File: src/rtl/axi4_lite_req_arbiter.sv
// Round-robin bridge from NUM_REQ simple req/we/addr/data requesters onto one AXI4-Lite master port, one txn in flight.
// Latency: grant at T, AW/W or AR at T+1, B/R ready at T+2, done pulse at T+3 with a zero-wait slave.
// Backpressure: valids hold until their handshake; requesters hold req until done; no new grant while busy or in DONE.
module axi4_lite_req_arbiter #(
  parameter int NUM_REQ = 2,
  parameter int ADDR_W  = 32
) (
  input  logic                      clk,
  input  logic                      reset,
  input  logic [NUM_REQ-1:0]        req,
  input  logic [NUM_REQ-1:0]        req_we,
  input  logic [NUM_REQ*ADDR_W-1:0] req_addr,
  input  logic [NUM_REQ*32-1:0]     req_wdata,
  input  logic [NUM_REQ*4-1:0]      req_wstrb,
  output logic [NUM_REQ-1:0]        done,
  output logic [31:0]               rsp_rdata,
  output logic [1:0]                rsp_resp,
  output logic [ADDR_W-1:0]         m_awaddr,
  output logic                      m_awvalid,
  input  logic                      m_awready,
  output logic [31:0]               m_wdata,
  output logic [3:0]                m_wstrb,
  output logic                      m_wvalid,
  input  logic                      m_wready,
  input  logic [1:0]                m_bresp,
  input  logic                      m_bvalid,
  output logic                      m_bready,
  output logic [ADDR_W-1:0]         m_araddr,
  output logic                      m_arvalid,
  input  logic                      m_arready,
  input  logic [31:0]               m_rdata,
  input  logic [1:0]                m_rresp,
  input  logic                      m_rvalid,
  output logic                      m_rready
);

  localparam int IDX_W = (NUM_REQ > 1) ? $clog2(NUM_REQ) : 1;

  typedef enum logic [2:0] {
    S_IDLE,
    S_WADDR,
    S_WRESP,
    S_RADDR,
    S_RDATA,
    S_DONE
  } state_t;

  state_t             state, state_nxt;
  logic [IDX_W-1:0]   rr_ptr;
  logic [IDX_W-1:0]   grant_idx;
  logic [IDX_W-1:0]   pick_idx;
  logic [IDX_W-1:0]   ptr_nxt;
  logic               pick_vld;
  logic               sel_we;
  logic [ADDR_W-1:0]  sel_addr;
  logic [31:0]        sel_wdata;
  logic [3:0]         sel_wstrb;
  logic               aw_ok;
  logic               w_ok;

  // Round-robin search: first requesting index at or after the pointer, wrapping.
  always_comb begin
    int               idx;
    logic [IDX_W-1:0] idx_sel;
    idx      = 0;
    idx_sel  = '0;
    pick_vld = 1'b0;
    pick_idx = '0;
    for (int k = 0; k < NUM_REQ; k++) begin
      idx = int'(rr_ptr) + k;
      if (idx >= NUM_REQ) idx = idx - NUM_REQ;
      idx_sel = IDX_W'(idx);
      if (!pick_vld && req[idx_sel]) begin
        pick_vld = 1'b1;
        pick_idx = idx_sel;
      end
    end
    ptr_nxt = (pick_idx == IDX_W'(NUM_REQ - 1)) ? '0 : pick_idx + IDX_W'(1);
  end

  // Select the command fields of the requester picked above.
  always_comb begin
    sel_we    = 1'b0;
    sel_addr  = '0;
    sel_wdata = '0;
    sel_wstrb = '0;
    for (int i = 0; i < NUM_REQ; i++) begin
      if (pick_idx == IDX_W'(i)) begin
        sel_we    = req_we[i];
        sel_addr  = req_addr[i*ADDR_W +: ADDR_W];
        sel_wdata = req_wdata[i*32 +: 32];
        sel_wstrb = req_wstrb[i*4 +: 4];
      end
    end
  end

  // A write channel is finished once its valid has dropped or it handshakes this cycle.
  assign aw_ok = !m_awvalid || m_awready;
  assign w_ok  = !m_wvalid  || m_wready;

  // State register; reset abandons any transaction in flight.
  always_ff @(posedge clk or negedge reset) begin
    if (!reset) state <= S_IDLE;
    else        state <= state_nxt;
  end

  // Next-state and state-decoded handshake/completion outputs.
  always_comb begin
    state_nxt = state;
    m_bready  = 1'b0;
    m_arvalid = 1'b0;
    m_rready  = 1'b0;
    done      = '0;
    case (state)
      S_IDLE:  if (pick_vld) state_nxt = sel_we ? S_WADDR : S_RADDR;
      S_WADDR: if (aw_ok && w_ok) state_nxt = S_WRESP;
      S_WRESP: begin
        m_bready = 1'b1;
        if (m_bvalid) state_nxt = S_DONE;
      end
      S_RADDR: begin
        m_arvalid = 1'b1;
        if (m_arready) state_nxt = S_RDATA;
      end
      S_RDATA: begin
        m_rready = 1'b1;
        if (m_rvalid) state_nxt = S_DONE;
      end
      S_DONE: begin
        done[grant_idx] = 1'b1;
        state_nxt       = S_IDLE;
      end
      default: state_nxt = S_IDLE;
    endcase
  end

  // Grant capture, independent AW/W valids, and response latching.
  always_ff @(posedge clk or negedge reset) begin
    if (!reset) begin
      rr_ptr    <= '0;
      grant_idx <= '0;
      m_awaddr  <= '0;
      m_wdata   <= '0;
      m_wstrb   <= '0;
      m_araddr  <= '0;
      m_awvalid <= 1'b0;
      m_wvalid  <= 1'b0;
      rsp_rdata <= '0;
      rsp_resp  <= '0;
    end else begin
      case (state)
        S_IDLE: begin
          if (pick_vld) begin
            grant_idx <= pick_idx;
            rr_ptr    <= ptr_nxt;
            if (sel_we) begin
              m_awaddr  <= sel_addr;
              m_wdata   <= sel_wdata;
              m_wstrb   <= sel_wstrb;
              m_awvalid <= 1'b1;
              m_wvalid  <= 1'b1;
            end else begin
              m_araddr  <= sel_addr;
            end
          end
        end
        S_WADDR: begin
          if (m_awready) m_awvalid <= 1'b0;
          if (m_wready)  m_wvalid  <= 1'b0;
        end
        S_WRESP: begin
          if (m_bvalid) begin
            rsp_resp  <= m_bresp;
            rsp_rdata <= '0;
          end
        end
        S_RDATA: begin
          if (m_rvalid) begin
            rsp_resp  <= m_rresp;
            rsp_rdata <= m_rdata;
          end
        end
        default: ;
      endcase
    end
  end

endmodule

File: config.mk
export PLATFORM = sky130hd
export DESIGN_NAME = axi4_lite_req_arbiter
export DESIGN_NICKNAME = d
export VERILOG_FILES = /design/src/rtl/axi4_lite_req_arbiter.sv
export SDC_FILE = /design/constraint.sdc
export NUM_CORES = 1
export LEC_CHECK = 0
export ABC_AREA = 1
export BUFFER_PORTS_ARGS = -buffer_cell sky130_fd_sc_hd__buf_2
export CAP_MARGIN = 20
export CORE_MARGIN = 2
export CORE_UTILIZATION = 40
export CTS_CLUSTER_DIAMETER = 150
export CTS_CLUSTER_SIZE = 30
export DETAILED_ROUTE_END_ITERATION = 6
export PLACE_DENSITY = 0.67
export REMOVE_ABC_BUFFERS = 1
export SYNTH_ARGS = -nofsm -noshare
export SYNTH_HDL_FRONTEND = slang
export SYNTH_SLANG_ARGS = --single-unit
File: constraint.sdc
create_clock -name clk -period 3.4 [get_ports clk]
set_clock_uncertainty 0.1 [all_clocks]
set_input_delay 0.51 -clock clk [delete_from_list [all_inputs] [get_ports clk]]
set_output_delay 0.51 -clock clk [all_outputs]
set_load 0.01 [all_outputs]
==> results of run 1 <==
==> worst max-delay path: stages (launching register included) <==
cell and delay, ns:
dfrtp_1 0.44, nor2_4 0.14, nand2_2 0.11, inv_2 0.44, nand2_1 0.17, nand2_2 0.15, inv_2 0.24, nand2_4 0.37
nand2_1 0.10, nand2_1 0.07
==> metrics by stage <==
step           instances  util, %  area, µm²  setup WS, ns  power, W
6_report            1414     55.7       8910         0.978   0.00763
5_1_grt             1414     55.7       8910         0.707   0.00820
4_1_cts             1412     55.7       8910         0.970   0.00771
3_5_place_dp        1380     52.2       8350         0.863   0.00594
3_3_place_gp        1380     52.2       8350         0.935   0.00588
2_1_floorplan        829        -       6340         0.267   0.00447
==> final cells by class <==
cell class	instances	area [µm²]
antenna	2	5.00
clock buffer	21	460
clock inverter	10	91.3
fill	1566	7090
inverter	21	78.8
multi-input combinational	667	2730
sequential	141	3530
tap	216	270
timing repair buffer	336	1750
==> sequential cells by signal, indices dropped and copies added, names as in the netlist <==
| register | count |
|---|---|
| m_awvalid | 1 |
| m_wvalid | 1 |
| rsp_rdata | 32 |
| m_awaddr | 32 |
| m_araddr | 32 |
| m_wstrb | 4 |
| grant_idx | 1 |
| rr_ptr | 1 |
| rsp_resp | 2 |
| m_wdata | 32 |
| state | 3 |
==> cells in the mapped netlist <==
cell      number
nand4_1       33
buf_6          3
nand3b_1       1
buf_2         24
o21bai_1       3
clkinv_1       1
a21oi_1        1
nand2_2        6
dfrtp_1      141
nor2_4         1
inv_1         13
nand2_4        2
nand3_1       70
buf_1          4
o21ai_0        2
buf_4          4
nor2_1         9
inv_2          7
clkbuf_1      17
nand2_1      539
==> report_power, final <==
part / internal [W] / switching [W]
Combinational: 0.00111 / 0.00197
Sequential: 0.00239 / 0.000412
Clock: 0.00104 / 0.000706
Total: 0.00453 / 0.00309
==> per-layer routing <==
metal / track usage [%] / vias to the layer above / part of all wire [%]
met5: 0 / - / 0.057
met3: 6.55 / 53 / 7.8
met4: 11.6 / 2 / 3.5
li1: - / 3357 / -
met2: 39.8 / 288 / 47
met1: 30.5 / 3049 / 42
==> what timing repair did <==
item / CTS / global route
gates resized for setup: 0 / 0
hold buffers: 1 / 0
endpoints found under the hold margin: 35 / 0
==> layout by cell type (no fill, tap or decap) <==
| master | netlist | routed |
|---|---|---|
| nand2_1 | 539 | 539 |
| buf_2 | 24 | 322 |
| dfrtp_1 | 141 | 141 |
| nand3_1 | 70 | 70 |
| nand4_1 | 33 | 33 |
| clkbuf_16 | 0 | 17 |
| inv_1 | 13 | 13 |
| buf_4 | 4 | 10 |
| nor2_1 | 9 | 9 |
| inv_2 | 7 | 7 |
| nand2_2 | 6 | 6 |
| clkinvlp_4 | 0 | 5 |
| o21bai_1 | 3 | 3 |
| clkinv_2 | 0 | 3 |
| diode_2 | 0 | 2 |
| nand2_4 | 2 | 2 |
| o21ai_0 | 2 | 2 |
| clkbuf_1 | 17 | 2 |
| clkbuf_8 | 0 | 2 |
| buf_12 | 0 | 2 |
| nor2_4 | 1 | 1 |
| clkinv_1 | 1 | 1 |
| nand3b_1 | 1 | 1 |
| a21oi_1 | 1 | 1 |
| bufinv_16 | 0 | 1 |
| inv_6 | 0 | 1 |
| dlygate4sd3_1 | 0 | 1 |
| buf_6 | 3 | 1 |
==> final timing paths <==
| path | start | end | slack (ns) | depth (start not counted) |
|---|---|---|---|---|
| setup / recovery | state[0] | rsp_rdata[4] | 0.98 | 9 |
| hold / removal | m_rdata[11] | rsp_rdata[11] | 0.23 | 3 |
| setup reg to reg | state[0] | rsp_rdata[4] | 0.98 | 9 |
| hold reg to reg | rsp_rdata[21] | rsp_rdata[21] | 0.36 | 2 |
| max in group asynchronous | reset | m_araddr[12] | 1.94 | 3 |
| min in group asynchronous | reset | m_wdata[1] | 0.55 | 2 |
==> kinds of logic after synthesis <==
kind of cell	after synthesis
AOI/OAI and AO/OA	6
buffers and inverters	73
DFF	141
and+or+nand+nor	661
==> results_dict.tcl, run 1 <==
set metrics [dict create \
    synth_adder_area_share_pct 0 \
    firstDrtPassIters 5 \
    report.final.slew_viol_count 0 \
    synth_top_family_by_area "simple AND/OR/NAND/NOR gates" \
    hold_class "primary input to flip-flop" \
    grt_max_degree 71 \
    vias 6749 \
    rows 46 \
    worstPathRequired_ns 3.65 \
    wl_um 21100 \
    track_usage_pct 24.5 \
    cts_tree "built" \
    synth_seq_area_share_pct 53.5 \
    place_congestion 0.844 \
    antenna_left 0 \
    drive_gt1_share_pct 31.8 \
    peakVddDrop_mv 0.400 \
    ios 324 \
    syn_area_um2 6600 \
    clk_pin_slew_ns 0.06 \
    setup_viol 0 \
    hold_violations 0 \
    grt_first_pass_wirelength_um 34000 \
    synthXorXnorAreaFrac_pct 0 \
    insertion_delay_ns 0.41 \
    antenna_found_initial 3 \
    tns_ns 0 \
    yosysUniqueCellTypes 20 \
    finalCritPeriodShare_pct 71.2 \
    synth_top_area_cell "dfrtp_1" \
    area_growth_pct 35.0 \
    drc 0 \
    cts_setup_buffers 0 \
    rsz0062_at_grt "no" \
    h-tree-depth 4 \
    dp_hpwl_um 15200 \
    start_util_pct 41.2 \
    period_minus_slack_ns 2.42 \
    grt_remaining_overflow 0 \
    grt_pass1_vias 6612 \
    crit_fanout 36 \
    port_buffers 323 \
    fmax_ghz 0.413 \
    synthSimpleGateAreaFrac_pct 40.8 \
    leakagePower_nw 5.50 \
    yosysWarnings 0 \
    wire_per_inst_um 14.9 \
    synth_compound_area_share_pct 0.569 \
    status "completed" \
    holdWs_ns 0.233 \
    design.die.area_um2 17500 \
    core_um2 16000 \
    synthMuxAreaShare_pct 0 \
    fp.dieW_um 132 \
    critPathLaunchType "flip-flop" \
    clock_path_buffers 2 \
    cts.sinks 141 \
    cap_violations 0 \
    via_per_inst 4.77 \
    layout.nets 1367 \
    drt-initial-drc-count 371 \
    crit_type "flip-flop to flip-flop" \
    synth_seq_cells 141 \
    cp.arrival_ns 2.67 \
    worst_setup_path_end_kind "flip-flop" \
    synth_area_leaders "dfrtp_1 53%, nand2_1 31%, nand3_1 5.3%, nand4_1 3.1%, buf_2 1.8%" \
    syn_avg_cell_area_um2 7.49 \
    power_density_nw_per_um2 856 \
    tightestPinTransition_ns 0.964 \
    clock-root-buffer "clkbuf_16" \
    numCtsBuffers 17 \
    netlist.area_leader.share_pct 53.5 \
    slew-limit-headroom_pct 35.3 \
    synth_cells 881 \
    fp.dieH_um 132 \
]
Power figures use the tool's default switching activity.
==> inputs of run 2 (changes only) <==
--- a/config.mk
+++ b/config.mk
@@ -13,7 +13,7 @@
 export CTS_CLUSTER_DIAMETER = 150
 export CTS_CLUSTER_SIZE = 30
 export DETAILED_ROUTE_END_ITERATION = 6
-export PLACE_DENSITY = 0.67
+export PLACE_DENSITY = 0.7
 export REMOVE_ABC_BUFFERS = 1
 export SYNTH_ARGS = -nofsm -noshare
 export SYNTH_HDL_FRONTEND = slang
==> constraint.sdc (replaced) <==
create_clock -name clk -period 2 [get_ports clk]
set_clock_uncertainty 0.1 [all_clocks]
set_input_delay 0.3 -clock clk [delete_from_list [all_inputs] [get_ports clk]]
set_output_delay 0.3 -clock clk [all_outputs]
set_load 0.01 [all_outputs]
==> run 2 against run 1 <==
  * Die area is the same
  * Critical path depth decreased by 4
  * Critical path type is now flip-flop to output port
  * Global-route usage is 0.38 points lower
  * Cell count rose by 0.85%
==> results_dict.tcl, run 2 (synthesized netlist as in run 1, its figures left out) <==
set metrics [dict create \
    status "completed" \
    leakagePower_nw 5.61 \
    antenna_left 0 \
    clock-root-buffer "clkbuf_16" \
    layout.nets 1379 \
    worstPathRequired_ns 1.60 \
    layoutNonFillerInstCount 1426 \
    rows 46 \
    grt_pass1_vias 6446 \
    design.die.area_um2 17500 \
    period_minus_slack_ns 1.87 \
    finalCritPeriodShare_pct 93.5 \
    whs_path_depth 3 \
    peakVddDrop_mv 0.613 \
    report.final.slew_viol_count 0 \
    worst_setup_path_end_kind "output port" \
    fmax_ghz 0.535 \
    hold_end "rsp_rdata[13]" \
    rsz0062_at_grt "no" \
    drt-initial-drc-count 383 \
    fp.dieW_um 132 \
    tightestPinTransition_ns 0.425 \
    numCtsBuffers 17 \
    area_growth_pct 38.1 \
    final_cell_mix "539 x nand2_1, 322 x buf_2, 141 x dfrtp_1" \
    dpl_cell_area_um2 8450 \
    cp.arrival_ns 1.47 \
    cts_setup_buffers 0 \
    n_fill_cell 1517 \
    place_congestion 0.871 \
    start_util_pct 41.2 \
    clock_path_buffers 2 \
    power_density_nw_per_um2 1470 \
    drc 0 \
    grt_first_pass_wirelength_um 33500 \
    grt_remaining_overflow 0 \
    regToRegStartpoint "state[0]" \
    cap_violations 0 \
    track_usage_pct 24.1 \
    crit_type "flip-flop to output port" \
    via_per_inst 4.78 \
    vias 6820 \
    dp_hpwl_um 15200 \
    layout_commonest_cell "nand2_1" \
    power_w 0.0134 \
    firstDrtPassIters 6 \
    hold_class "primary input to flip-flop" \
    setup_viol 0 \
    port_buffers 323 \
    antenna_found_initial 2 \
    clk_pin_slew_ns 0.06 \
    wire_per_inst_um 14.7 \
    startpoint "state[1]" \
    core_um2 16000 \
    r2r_setup_slack_ns 0.17 \
    tns_ns 0 \
    fin_area_um2 9110 \
    ios 324 \
    drive_gt1_share_pct 32.5 \
    h-tree-depth 4 \
    hold_start "m_rdata[13]" \
    insertion_delay_ns 0.42 \
    cts.sinks 141 \
    wl_um 21000 \
    crit_fanout 4 \
    grt_max_degree 51 \
    cts_tree "built" \
    slew-limit-headroom_pct 71.6 \
    hold_violations 0 \
    r2r-end "rsp_rdata[0]" \
    critPathLaunchType "flip-flop" \
    fp.dieH_um 132 \
    placedCellCount 1390 \
    rr_worst_depth 9 \
]
-- run 2: final cells by class --
class                      instances  area, µm²  share of cell area, %
sequential                       141       3530                   38.7
timing repair buffer             348       1870                   20.5
antenna                            1       2.50                 0.0275
multi-input combinational        667       2730                   30.0
inverter                          21       82.6                  0.906
clock buffer                      23        498                   5.46
tap                              216        270                   2.96
clock inverter                     9        131                   1.44
-- run 2: power breakdown --
| group | internal (W) | switching [W] | total (W) |
|---|---|---|---|
| Clock | 0.00213 | 0.00120 | 0.00333 |
| Sequential | 0.00406 | 0.000674 | 0.00473 |
| Combinational | 0.00198 | 0.00338 | 0.00536 |
-- run 2: metrics by stage --
stage / hold slack (ns) / setup WS, ns / utilization (%)
final: 0.0174 / 0.131 / 57.0
after global routing: 0.0184 / 0.0193 / 57.0
after CTS: 0.000482 / 0.118 / 56.9
after global placement: 0.147 / 0.170 / 52.8
after floorplan: -0.0956 / -1.04 / -
after detailed placement: 0.145 / 0.126 / 52.8
-- run 2: worst max path at each step --
stage / end / slack [ns] / depth (start not counted)
after global routing: m_wdata[26] / 0.02 / 10
final: m_arvalid / 0.13 / 5
after CTS: m_wdata[14] / 0.12 / 9
after detailed placement: m_wdata[14] / 0.13 / 9
after global placement: m_wdata[29] / 0.17 / 9
after floorplan: m_awaddr[0] / -1.04 / 9
-- run 2: critical path, cell delays in order, from the launching register on --
cell,delay (ns)
dfrtp_1,0.40
inv_1,0.10
nor2_1,0.23
inv_1,0.10
nor2_1,0.09
buf_2,0.13
-- run 2: what timing repair did --
action | CTS | global route
endpoints found under the hold margin | 39 | 0
setup endpoints to repair | 0 | 20
gates resized for setup | 0 | 2
hold buffers | 3 | 0
-- run 2: routing by layer --
| metal | global-route usage (%) | vias to the layer above | part of all wire [%] |
|---|---|---|---|
| met3 | 5.90 | 34 | 7.2 |
| met4 | 8.84 | 2 | 2.2 |
| met2 | 40.1 | 274 | 48 |
| li1 | - | 3368 | - |
| met1 | 30.7 | 3142 | 42 |
| met5 | 0 | - | 0.067 |
